**src/rtl/des_feistel_mix.sv**
```systemverilog
// ============================================================================
//  Module      : des_feistel_mix
//  Description : DES round-data controller. Holds the L/R halves of one
//                post-IP block, issues R to the expansion/key-XOR stage once
//                per round, applies the P permutation to the returned S-box
//                word, XORs it into L and swaps the halves. After the last
//                round the pre-output block {R16, L16} is presented.
//  Revision    : 1.0 - initial release
// ----------------------------------------------------------------------------
//  Parameters
//    NUM_ROUNDS     number of Feistel rounds (1..16)
//    TIMEOUT_CYC    WAIT watchdog limit in cycles (timeout build only)
//  Optional feature macro
//    DES_FEISTEL_TIMEOUT_EN  adds a WAIT watchdog and the err_out port
//  Ports
//    clk_in         clock, rising edge
//    rst_in         asynchronous active-high reset
//    blk_in         post-IP block, [63:32]=L0, [31:0]=R0
//    blk_in_valid   blk_in qualifier
//    blk_in_ready   high while idle; accept = valid & ready
//    r_out          current R half to the expansion/key-XOR stage
//    r_out_valid    one-cycle pulse per round request
//    round_idx_out  round index, selects the subkey
//    scomp_in       S-box output word from des_scomp
//    scomp_in_valid single-cycle qualifier for scomp_in
//    blk_out        pre-output block {R16, L16}, held until the next block
//    blk_out_valid  one-cycle pulse when blk_out is updated
//    err_out        watchdog timeout pulse (timeout build only)
// ============================================================================
`default_nettype none

module des_feistel_mix #(
  parameter int NUM_ROUNDS  = 16,
  parameter int TIMEOUT_CYC = 64
) (
  input  logic        clk_in,
  input  logic        rst_in,
  input  logic [63:0] blk_in,
  input  logic        blk_in_valid,
  output logic        blk_in_ready,
  output logic [31:0] r_out,
  output logic        r_out_valid,
  output logic [3:0]  round_idx_out,
  input  logic [31:0] scomp_in,
  input  logic        scomp_in_valid,
  output logic [63:0] blk_out,
  output logic        blk_out_valid
`ifdef DES_FEISTEL_TIMEOUT_EN
  ,
  output logic        err_out
`endif
);

  // Elaboration-time guard on the configuration.
  if (NUM_ROUNDS < 1 || NUM_ROUNDS > 16 || TIMEOUT_CYC < 1) begin : g_param_check
    $error("des_feistel_mix: NUM_ROUNDS must be 1..16 and TIMEOUT_CYC >= 1");
  end

  typedef enum logic [1:0] {
    ST_IDLE  = 2'd0,
    ST_ISSUE = 2'd1,
    ST_WAIT  = 2'd2,
    ST_DONE  = 2'd3
  } state_t;

  localparam logic [3:0] c_last_round = 4'(NUM_ROUNDS - 1);

  // P permutation, DES numbering: output bit i (1 = MSB) takes input bit P[i].
  localparam int c_p_tab [32] = '{
    16,  7, 20, 21, 29, 12, 28, 17,
     1, 15, 23, 26,  5, 18, 31, 10,
     2,  8, 24, 14, 32, 27,  3,  9,
    19, 13, 30,  6, 22, 11,  4, 25
  };

  state_t      state_q, state_d;
  logic [31:0] l_q, l_d;
  logic [31:0] r_q, r_d;
  logic [3:0]  round_q, round_d;
  logic [63:0] blk_out_q, blk_out_d;
  logic [31:0] p_scomp;
  logic [31:0] f_xor_l;

  for (genvar i = 0; i < 32; i++) begin : g_perm
    assign p_scomp[31 - i] = scomp_in[32 - c_p_tab[i]];
  end

  assign f_xor_l = l_q ^ p_scomp;

`ifdef DES_FEISTEL_TIMEOUT_EN
  localparam int              c_cnt_w     = $clog2(TIMEOUT_CYC + 1);
  localparam logic [c_cnt_w-1:0] c_cnt_last = c_cnt_w'(TIMEOUT_CYC - 1);

  logic [c_cnt_w-1:0] cnt_q, cnt_d;
  logic               err_q, err_d;
`endif

  // --------------------------------------------------------------------------
  // Next-state / datapath
  // --------------------------------------------------------------------------
  always_comb begin
    state_d   = state_q;
    l_d       = l_q;
    r_d       = r_q;
    round_d   = round_q;
    blk_out_d = blk_out_q;
`ifdef DES_FEISTEL_TIMEOUT_EN
    cnt_d     = cnt_q;
    err_d     = 1'b0;
`endif

    case (state_q)
      ST_IDLE: begin
        if (blk_in_valid) begin
          l_d     = blk_in[63:32];
          r_d     = blk_in[31:0];
          round_d = 4'd0;
          state_d = ST_ISSUE;
        end
      end

      ST_ISSUE: begin
        state_d = ST_WAIT;
`ifdef DES_FEISTEL_TIMEOUT_EN
        cnt_d   = '0;
`endif
      end

      ST_WAIT: begin
        if (scomp_in_valid) begin
          l_d = r_q;
          r_d = f_xor_l;
          if (round_q == c_last_round) begin
            // Captured with the last swap undone: {R16, L16}.
            blk_out_d = {f_xor_l, r_q};
            state_d   = ST_DONE;
          end else begin
            round_d = round_q + 4'd1;
            state_d = ST_ISSUE;
          end
        end
`ifdef DES_FEISTEL_TIMEOUT_EN
        else if (cnt_q == c_cnt_last) begin
          // Abort the block; blk_out keeps its previous contents.
          err_d   = 1'b1;
          state_d = ST_IDLE;
        end else begin
          cnt_d = cnt_q + 1'b1;
        end
`endif
      end

      ST_DONE: begin
        state_d = ST_IDLE;
      end

      default: begin
        state_d = ST_IDLE;
      end
    endcase
  end

  // --------------------------------------------------------------------------
  // State registers
  // --------------------------------------------------------------------------
  always_ff @(posedge clk_in or posedge rst_in) begin
    if (rst_in) begin
      state_q   <= ST_IDLE;
      l_q       <= '0;
      r_q       <= '0;
      round_q   <= '0;
      blk_out_q <= '0;
    end else begin
      state_q   <= state_d;
      l_q       <= l_d;
      r_q       <= r_d;
      round_q   <= round_d;
      blk_out_q <= blk_out_d;
    end
  end

`ifdef DES_FEISTEL_TIMEOUT_EN
  always_ff @(posedge clk_in or posedge rst_in) begin
    if (rst_in) begin
      cnt_q <= '0;
      err_q <= 1'b0;
    end else begin
      cnt_q <= cnt_d;
      err_q <= err_d;
    end
  end

  assign err_out = err_q;
`endif

  // --------------------------------------------------------------------------
  // Outputs
  // --------------------------------------------------------------------------
  assign blk_in_ready  = (state_q == ST_IDLE);
  assign r_out         = r_q;
  assign r_out_valid   = (state_q == ST_ISSUE);
  assign round_idx_out = round_q;
  assign blk_out       = blk_out_q;
  assign blk_out_valid = (state_q == ST_DONE);

endmodule

`default_nettype wire

```
**config.mk**
```make
export PLATFORM = sky130hd
export DESIGN_NAME = des_feistel_mix
export DESIGN_NICKNAME = d
export VERILOG_FILES = /design/src/rtl/des_feistel_mix.sv
export SDC_FILE = /design/constraint.sdc
export NUM_CORES = 1
export LEC_CHECK = 0
export BUFFER_PORTS_ARGS = -buffer_cell sky130_fd_sc_hd__buf_2
export CELL_PAD_IN_SITES_DETAIL_PLACEMENT = 1
export CELL_PAD_IN_SITES_GLOBAL_PLACEMENT = 1
export CORE_MARGIN = 2
export CORE_UTILIZATION = 40
export DETAILED_ROUTE_END_ITERATION = 7
export PLACE_DENSITY = 0.84
export SLEW_MARGIN = 20
export SYNTH_ARGS = -nofsm -noshare
export SYNTH_HDL_FRONTEND = slang
export SYNTH_SLANG_ARGS = --single-unit
```
**constraint.sdc**
```tcl
create_clock -name clk_in -period 5.4 [get_ports clk_in]
set_input_delay 1.08 -clock clk_in [delete_from_list [all_inputs] [get_ports clk_in]]
set_output_delay 1.08 -clock clk_in [all_outputs]
set_load 0.02 [all_outputs]
```
[After elaboration in Yosys (flattened, before gate mapping)]
Index checks and enable logic that the tools add are counted.
Word-level totals
  flip-flop bits (word level): 134
  input port bits: 100
  output and inout bits: 103
  word-level logic and storage cells: 34
Operators by class
  add/subtract/negate cells: 1
  equality and inequality tests: 7
  muxes and demuxes: 14
  bitwise gates (word level): 1
  reductions and logical operators: 6
Operators by type and width (count)
  32-bit two-way mux: 4
  32-bit case mux with 2 select lines: 2
  32-bit bitwise XOR: 1
  4-bit two-way mux: 3
  2-bit case mux with 4 select lines: 1
  4-bit case mux with 2 select lines: 1
  2-bit two-way mux: 3
  2-bit inequality test, second input constant: 3
  3-bit AND reduction: 2
  4-bit by 1-bit adder with 4-bit output, second input constant: 1
  2-bit equality test, second input constant: 2
  4-bit equality test, second input constant: 1
  4-bit AND reduction: 1
  2-bit by 1-bit equality test with 1-bit output, second input constant: 1
  2-bit zero test: 1
  2-bit AND reduction: 1
  2-bit nonzero test: 1

[Depth between registers and ports, before layout]
Gate-level depths: netlist (run 1).
  word-level depth: 4
  gate-level depth with buffers: 6
  depth with buffers taken out: 4

[Worst setup path after synthesis (run 1)]
OpenSTA, ideal clock, no wires.
  path kind: register to output
  from: reg state_q[0]
  to: out r_out_valid
  arrival time: 1.283 ns
  data required time: 4.320 ns
  path slack: 3.037 ns
  cell stages (with the launch flop): 4
  buffers on the path: 2
  cell sequence: dfrtp_1 clkbuf_1 buf_2 nor2b_1
Between the ends
  word-level cells in the longest chain between the ends: 1
RTL lines
  from (decl): RTL line 76  | state_t state_q, state_d;
  from (signal assigned): RTL line 174  | state_q <= state_d;
  2-bit by 1-bit equality test with 1-bit output: RTL line 201  | assign r_out_valid = (state_q == ST_ISSUE);
  to (decl): RTL line 42  | output logic r_out_valid,
Every way passes these cells.

[Worst setup path in the final report (run 1)]
  from: reg state_q[0]
  to: out blk_out_valid
Between the ends
  word-level cells in the longest chain between the ends: 1
RTL lines
  2-bit equality test: RTL line 204  | assign blk_out_valid = (state_q == ST_DONE);
  to (decl): RTL line 47  | output logic blk_out_valid
Every way passes these cells.

==> flow_summary.json, run 1 <==
{
  "status": "complete, no violations",
  "power_frac_clock": 0.276,
  "cts_sinks": 134,
  "syn_nets": 590,
  "yosysTopAreaCell": "dfrtp_1",
  "end_kind": "output pin",
  "synth_area_leaders": "dfrtp_1, mux2_2, o41ai_1",
  "die_w_um": 129,
  "yosysMostFrequentCell": "dfrtp_1",
  "irDropWorstVdd_mv": 0.246,
  "rsz0062_at_grt": "no",
  "synth_ff_type": "dfrtp_1",
  "via_count": 4697,
  "worstMarginPinSlew_ps": 1060,
  "switching_share": 0.370,
  "ys_async_sr_fraction": 1.00,
  "portBuffers": 202,
  "hp-class": "reg -> reg",
  "routed_wl_mm": 17.6,
  "viasPerCell": 5.20,
  "dp_slack_ps": 2230,
  "place_congestion": 0.760,
  "final_hold_viol_count": 0,
  "initial_core_util": 0.410,
  "initialDrtViolationCount": 185,
  "final_core_util": 0.518,
  "postCtsSetupBuffers": 0,
  "clkTransAtPathRegs_ps": 60,
  "grt_overflow": 0,
  "setup_tns_ps": 0,
  "p_comb_frac": 0.336,
  "synth-seq-cells": 134,
  "setup_viol": 0,
  "antenna_cells": 0,
  "p_leak_nw": 4.00,
  "stdcell_area_sq_um": 7900,
  "layout-drive-gt1-share": 0.535,
  "chipHeight_um": 129,
  "nets": 781,
  "fin_cells": 903,
  "syn_to_final_growth_pct": 26.5,
  "hpwl_mm": 11.8,
  "worst_slack_ps": 2190,
  "route.detailed.drc": 0,
  "cts_tree": "yes",
  "yosysUniqueCellTypes": 32,
  "clock_latency_ps": 420,
  "postCtsResizedCells": 0,
  "critPathKind": "reg -> out",
  "worstPathRequired_ps": 4320,
  "fmax_ghz": 0.311,
  "die_area_sq_um": 16600,
  "path_max_fanout": 40,
  "grt_pass1_wl_mm": 28.2,
  "synth_area_sq_um": 6250,
  "syn_inst": 489,
  "cts_buffers": 17,
  "max_cap_violations": 0,
  "clockBufferDepth": 2,
  "antenna_found_initial": 0,
  "cts_root_buf": "clkbuf_16",
  "place_area_sq_um": 7350,
  "synth_commonest_cells": "dfrtp_1, mux2_2, nor2_1, o41ai_1",
  "synth-edff-count": 0,
  "power_density_nw_per_um2": 502,
  "synthDominantCellAreaShare": 0.537,
  "wl_per_cell_um": 19.5,
  "finalPower_mw": 3.96,
  "firstDrtPassIters": 7,
  "grt_pass1_vias": 5296,
  "period_minus_slack_ps": 3210,
  "cp-start-kind": "register",
  "holdBufCountCts": 0,
  "max_slew_margin": 0.294,
  "pwr-share-seq": 0.388,
  "rows": 45,
  "htree_levels": 4,
  "p_sw_mw": 1.47,
  "ant_nets": 0,
  "core-area_sq_um": 15300,
  "layout_worst_path_cycle_share": 0.595,
  "grt_max_degree": 103,
  "intPower_mw": 2.50,
  "ys_seq_area_frac": 0.537,
  "timing.hold.ws_ps": 493,
  "worstPathArrival_ps": 2130,
  "slew_viol_final": 0,
  "yosys_warnings": 0,
  "track_usage": 0.220,
  "dp.cells": 872,
  "skew_ps": 8.81,
  "ios": 203,
  "avgSynthCellArea_sq_um": 12.8
}
-- cell type report --
type,instances,area (sq um)
Tap cell,211,264
Clock inverter,9,77.6
Sequential cell,134,3350
Inverter,5,23.8
Timing Repair Buffer,208,1080
Fill cell,1668,7350
Multi-Input combinational cell,314,2630
Clock buffer,22,474
-- critical path, stage by stage (launching register included) --
cell	delay (ps)
dfrtp_2	870
buf_4	500
and2_1	180
buf_2	160
-- power groups by stage --
stage                     Combinational [mW]  Sequential, mW  Clock [mW]
after floorplan                        0.857            1.60           0
after global placement                  1.25            1.52           0
after detailed placement                1.34            1.55           0
after CTS                               1.35            1.54        1.11
after global routing                    1.45            1.58        1.15
final                                   1.33            1.54        1.10
-- cells by family after synthesis --
family | Yosys count | synth area share
flip-flops | 134 | 0.537
buffers and inverters | 41 | 0.0443
multiplexers | 131 | 0.238
AO/OA/AOI/OAI | 71 | 0.0791
AND/OR/NAND/NOR | 79 | 0.0555
adder cells (fa/ha/maj) | 1 | 0.00200
XOR/XNOR | 32 | 0.0449
-- per-layer routing --
layer  vias to the layer above  share of wire  GRT usage
met5                         -              0          0
met4                         0          0.015     0.0786
met3                        27          0.063     0.0628
met2                       159           0.51      0.390
met1                      2389           0.41      0.256
li1                       2122              -          -
-- flip-flops by register name, indices dropped and copies added (netlist names) --
register       count
r_out             32
round_idx_out      4
blk_out           64
l_q               32
state_q            2
-- layout by cell type (no fill, tap or decap), drive strengths merged, types with 3 or more instances in the layout --
cell / instances
buf: 208
clkbuf: 22
clkinv: 5
clkinvlp: 3
dfrtp: 134
inv: 5
mux2: 129
nor2: 67
o21ai: 32
o41ai: 33
xor2: 32
-- final timing paths --
check	from	to	slack, ps	depth (start not counted)
min in group asynchronous	rst_in	l_q[29]$_DFFE_PP0P_	870	2
hold / removal	blk_out[21]$_DFFE_PP0P_	blk_out[21]$_DFFE_PP0P_	490	1
hold reg to reg	blk_out[21]$_DFFE_PP0P_	blk_out[21]$_DFFE_PP0P_	490	1
setup reg to reg	state_q[0]$_DFFE_PP0P_	l_q[2]$_DFFE_PP0P_	2630	4
setup / recovery	state_q[0]$_DFFE_PP0P_	blk_out_valid	2190	3
max in group asynchronous	rst_in	l_q[10]$_DFFE_PP0P_	3490	3
Power figures use the tool's default switching activity.
==> run 2: changes to the inputs <==
--- a/config.mk
+++ b/config.mk
@@ -5,11 +5,12 @@
 export SDC_FILE = /design/constraint.sdc
 export NUM_CORES = 1
 export LEC_CHECK = 0
+export ABC_AREA = 1
 export BUFFER_PORTS_ARGS = -buffer_cell sky130_fd_sc_hd__buf_2
 export CELL_PAD_IN_SITES_DETAIL_PLACEMENT = 1
 export CELL_PAD_IN_SITES_GLOBAL_PLACEMENT = 1
 export CORE_MARGIN = 2
-export CORE_UTILIZATION = 40
+export CORE_UTILIZATION = 36
 export DETAILED_ROUTE_END_ITERATION = 7
 export PLACE_DENSITY = 0.84
 export SLEW_MARGIN = 20
==> constraint.sdc (replaced) <==
create_clock -name clk_in -period 3.1 [get_ports clk_in]
set_input_delay 0.62 -clock clk_in [delete_from_list [all_inputs] [get_ports clk_in]]
set_output_delay 0.62 -clock clk_in [all_outputs]
set_load 0.02 [all_outputs]
==> run 2 against run 1 <==
Core utilization fell by 5.0 points. Combinational power rose by 100%. Wire length rose by 12%. First-iteration DRC count is 50% higher. Critical endpoint is now l_q[12]$_DFFE_PP0P_. Largest cell class unchanged. Highest routed layer unchanged.
==> flow_summary.json, run 2 <==
{
  "status": "complete, no violations",
  "crit_path_max_incr_delay_ps": 660,
  "syn_inst": 805,
  "synth-edff-count": 0,
  "yosysMostFrequentCell": "nand2_1",
  "skew_ps": 14.6,
  "hpwl_mm": 13.2,
  "core-area_sq_um": 17100,
  "slowest_stage": "buf_4",
  "clkTransAtPathRegs_ps": 50,
  "yosysTopAreaCell": "dfrtp_1",
  "synth_area_sq_um": 6260,
  "rr_endpoint": "l_q[12]$_DFFE_PP0P_",
  "met3_usage": 0.0425,
  "final_core_util": 0.468,
  "yosysUniqueCellTypes": 19,
  "avgSynthCellArea_sq_um": 7.77,
  "routed_wl_mm": 19.6,
  "fmax_ghz": 0.488,
  "grt_overflow": 0,
  "cp_cell_sequence": "inv_2 -> nand2_4 -> buf_4 -> nand2_1 -> o21ai_0 -> nand2_1 -> nand2_1",
  "initialDrtViolationCount": 277,
  "final_hold_viol_count": 0,
  "via_count": 5802,
  "antenna_found_initial": 0,
  "grtUsageMet2": 0.362,
  "reg2regPathDepth": 7,
  "viasPerCell": 4.73,
  "ys_async_sr_fraction": 1.00,
  "initial_core_util": 0.365,
  "synth_ff_type": "dfrtp_1",
  "end_kind": "register",
  "track_usage": 0.219,
  "cp-start-kind": "register",
  "period_minus_slack_ps": 2050,
  "worstMarginPinSlew_ps": 946,
  "die_area_sq_um": 18400,
  "cts_buffers": 17,
  "layout_worst_path_cycle_share": 0.661,
  "dp.cells": 1197,
  "cts_root_buf": "clkbuf_16",
  "ff2ff_setup_slack_ps": 1050,
  "cts_tree": "yes",
  "wl_per_cell_um": 16.0,
  "path_max_fanout": 77,
  "grt_max_degree": 79,
  "synth_commonest_cells": "nand2_1, dfrtp_1, o21ai_0, inv_1, nand3_1",
  "slew_viol_final": 0,
  "mostFrequentLayoutCell": "nand2_1",
  "timing.hold.ws_ps": 302,
  "worstReg2RegStart": "state_q[0]$_DFFE_PP0P_",
  "max_slew_margin": 0.368,
  "critPathKind": "reg -> reg",
  "grt_use_met1": 0.284,
  "cp_common_cell": "nand2_1",
  "worstPathArrival_ps": 2400,
  "yosys_warnings": 0,
  "synth-seq-cells": 134,
  "cts_sinks": 134,
  "portBuffers": 202,
  "layout-drive-gt1-share": 0.246,
  "htree_levels": 4,
  "ant_nets": 0,
  "hp-class": "in -> async",
  "power_density_nw_per_um2": 901,
  "rsz0062_at_grt": "no",
  "worstPathRequired_ps": 3450,
  "syn_to_final_growth_pct": 28.1,
  "p_leak_nw": 4.75,
  "place_area_sq_um": 7450,
  "clock_latency_ps": 420,
  "chipHeight_um": 136,
  "largest_reg_flops": 64,
  "worst-path-buf-inv": 2,
  "postCtsResizedCells": 0,
  "die_w_um": 136,
  "critPathTopFamily": "buffers and inverters",
  "place_congestion": 0.801,
  "syn_nets": 906,
  "irDropWorstVdd_mv": 0.446,
  "firstDrtPassIters": 4,
  "stdcell_area_sq_um": 8010,
  "ys_seq_area_frac": 0.536,
  "setup_tns_ps": 0,
  "layout_common_cells": "nand2_1, buf_2, dfrtp_1",
  "grt_pass1_wl_mm": 31.0,
  "synth_area_leaders": "dfrtp_1, nand2_1, xor2_1",
  "antenna_cells": 0,
  "clockBufferDepth": 2,
  "grt_pass1_vias": 6033,
  "nets": 1092,
  "holdBufCountCts": 0,
  "postCtsSetupBuffers": 0,
  "route.detailed.drc": 0,
  "gr-max-usage-layer": "met2",
  "ios": 203,
  "synthDominantCellAreaShare": 0.536,
  "rows": 48,
  "setup_viol": 0,
  "max_cap_violations": 0,
  "fin_cells": 1226
}
## run 2: cell count changes in the layout (fill, tap and decap cells not counted), moves of 3 or more
cell,before,now
nand2_1,2,433
mux2_2,125,0
nor2_1,66,8
nand3_1,1,36
inv_1,4,38
o41ai_1,33,0
o21ai_0,32,55
o21ai_1,0,10
mux2_1,4,0
buf_12,0,3
clkinv_2,5,2
inv_2,0,3
## run 2: cell type report
class	instances	area, sq um
Multi-Input combinational cell	584	2530
Fill cell	2180	9100
Clock buffer	25	495
Timing Repair Buffer	212	1120
Clock inverter	4	70.1
Tap cell	225	282
Sequential cell	134	3350
Inverter	42	161
## run 2: how the worst max path moves through the flow
stage                            startpoint                      to  cells past startpoint
6_report             state_q[0]$_DFFE_PP0P_     l_q[12]$_DFFE_PP0P_                      7
5_1_grt              state_q[0]$_DFFE_PP0P_     l_q[12]$_DFFE_PP0P_                      7
4_1_cts        round_idx_out[1]$_DFFE_PP0P_  blk_out[1]$_DFFE_PP0P_                      7
3_5_place_dp                 scomp_in_valid     l_q[10]$_DFFE_PP0P_                      8
3_3_place_gp                 scomp_in_valid   r_out[10]$_DFFE_PP0P_                      8
2_1_floorplan                        rst_in  blk_out[0]$_DFFE_PP0P_                      1
## run 2: logic make-up after synthesis
| family | count (synthesis) | synth area share |
|---|---|---|
| AND/OR/NAND/NOR | 485 | 0.301 |
| flip-flops | 134 | 0.536 |
| buffers and inverters | 87 | 0.0634 |
| AO/OA/AOI/OAI | 66 | 0.0528 |
| XOR/XNOR | 32 | 0.0448 |
| adder cells (fa/ha/maj) | 1 | 0.00200 |
## run 2: metal layers
layer	vias up	routed length, um
li1	2833	-
met1	2791	8810
met2	151	9500
met3	27	916
met4	0	376
met5	-	0
## run 2: power breakdown
group,internal (mW),switching [mW]
combinational,0.808,1.87
sequential,2.19,0.377
clock,1.25,0.715
## run 2: worst register-to-register path, cell delays in order, from the launching register on
cell and delay (ps):
dfrtp_1 460, inv_2 80, nand2_4 250, buf_4 670
nand2_1 170, o21ai_0 150, nand2_1 110, nand2_1 100
## run 2: metrics by stage
stage | setup slack (ps) | power, mW
after floorplan | 815 | 4.42
after global placement | 1060 | 5.16
after detailed placement | 962 | 5.27
after CTS | 1060 | 7.30
after global routing | 894 | 7.75
final | 1050 | 7.22
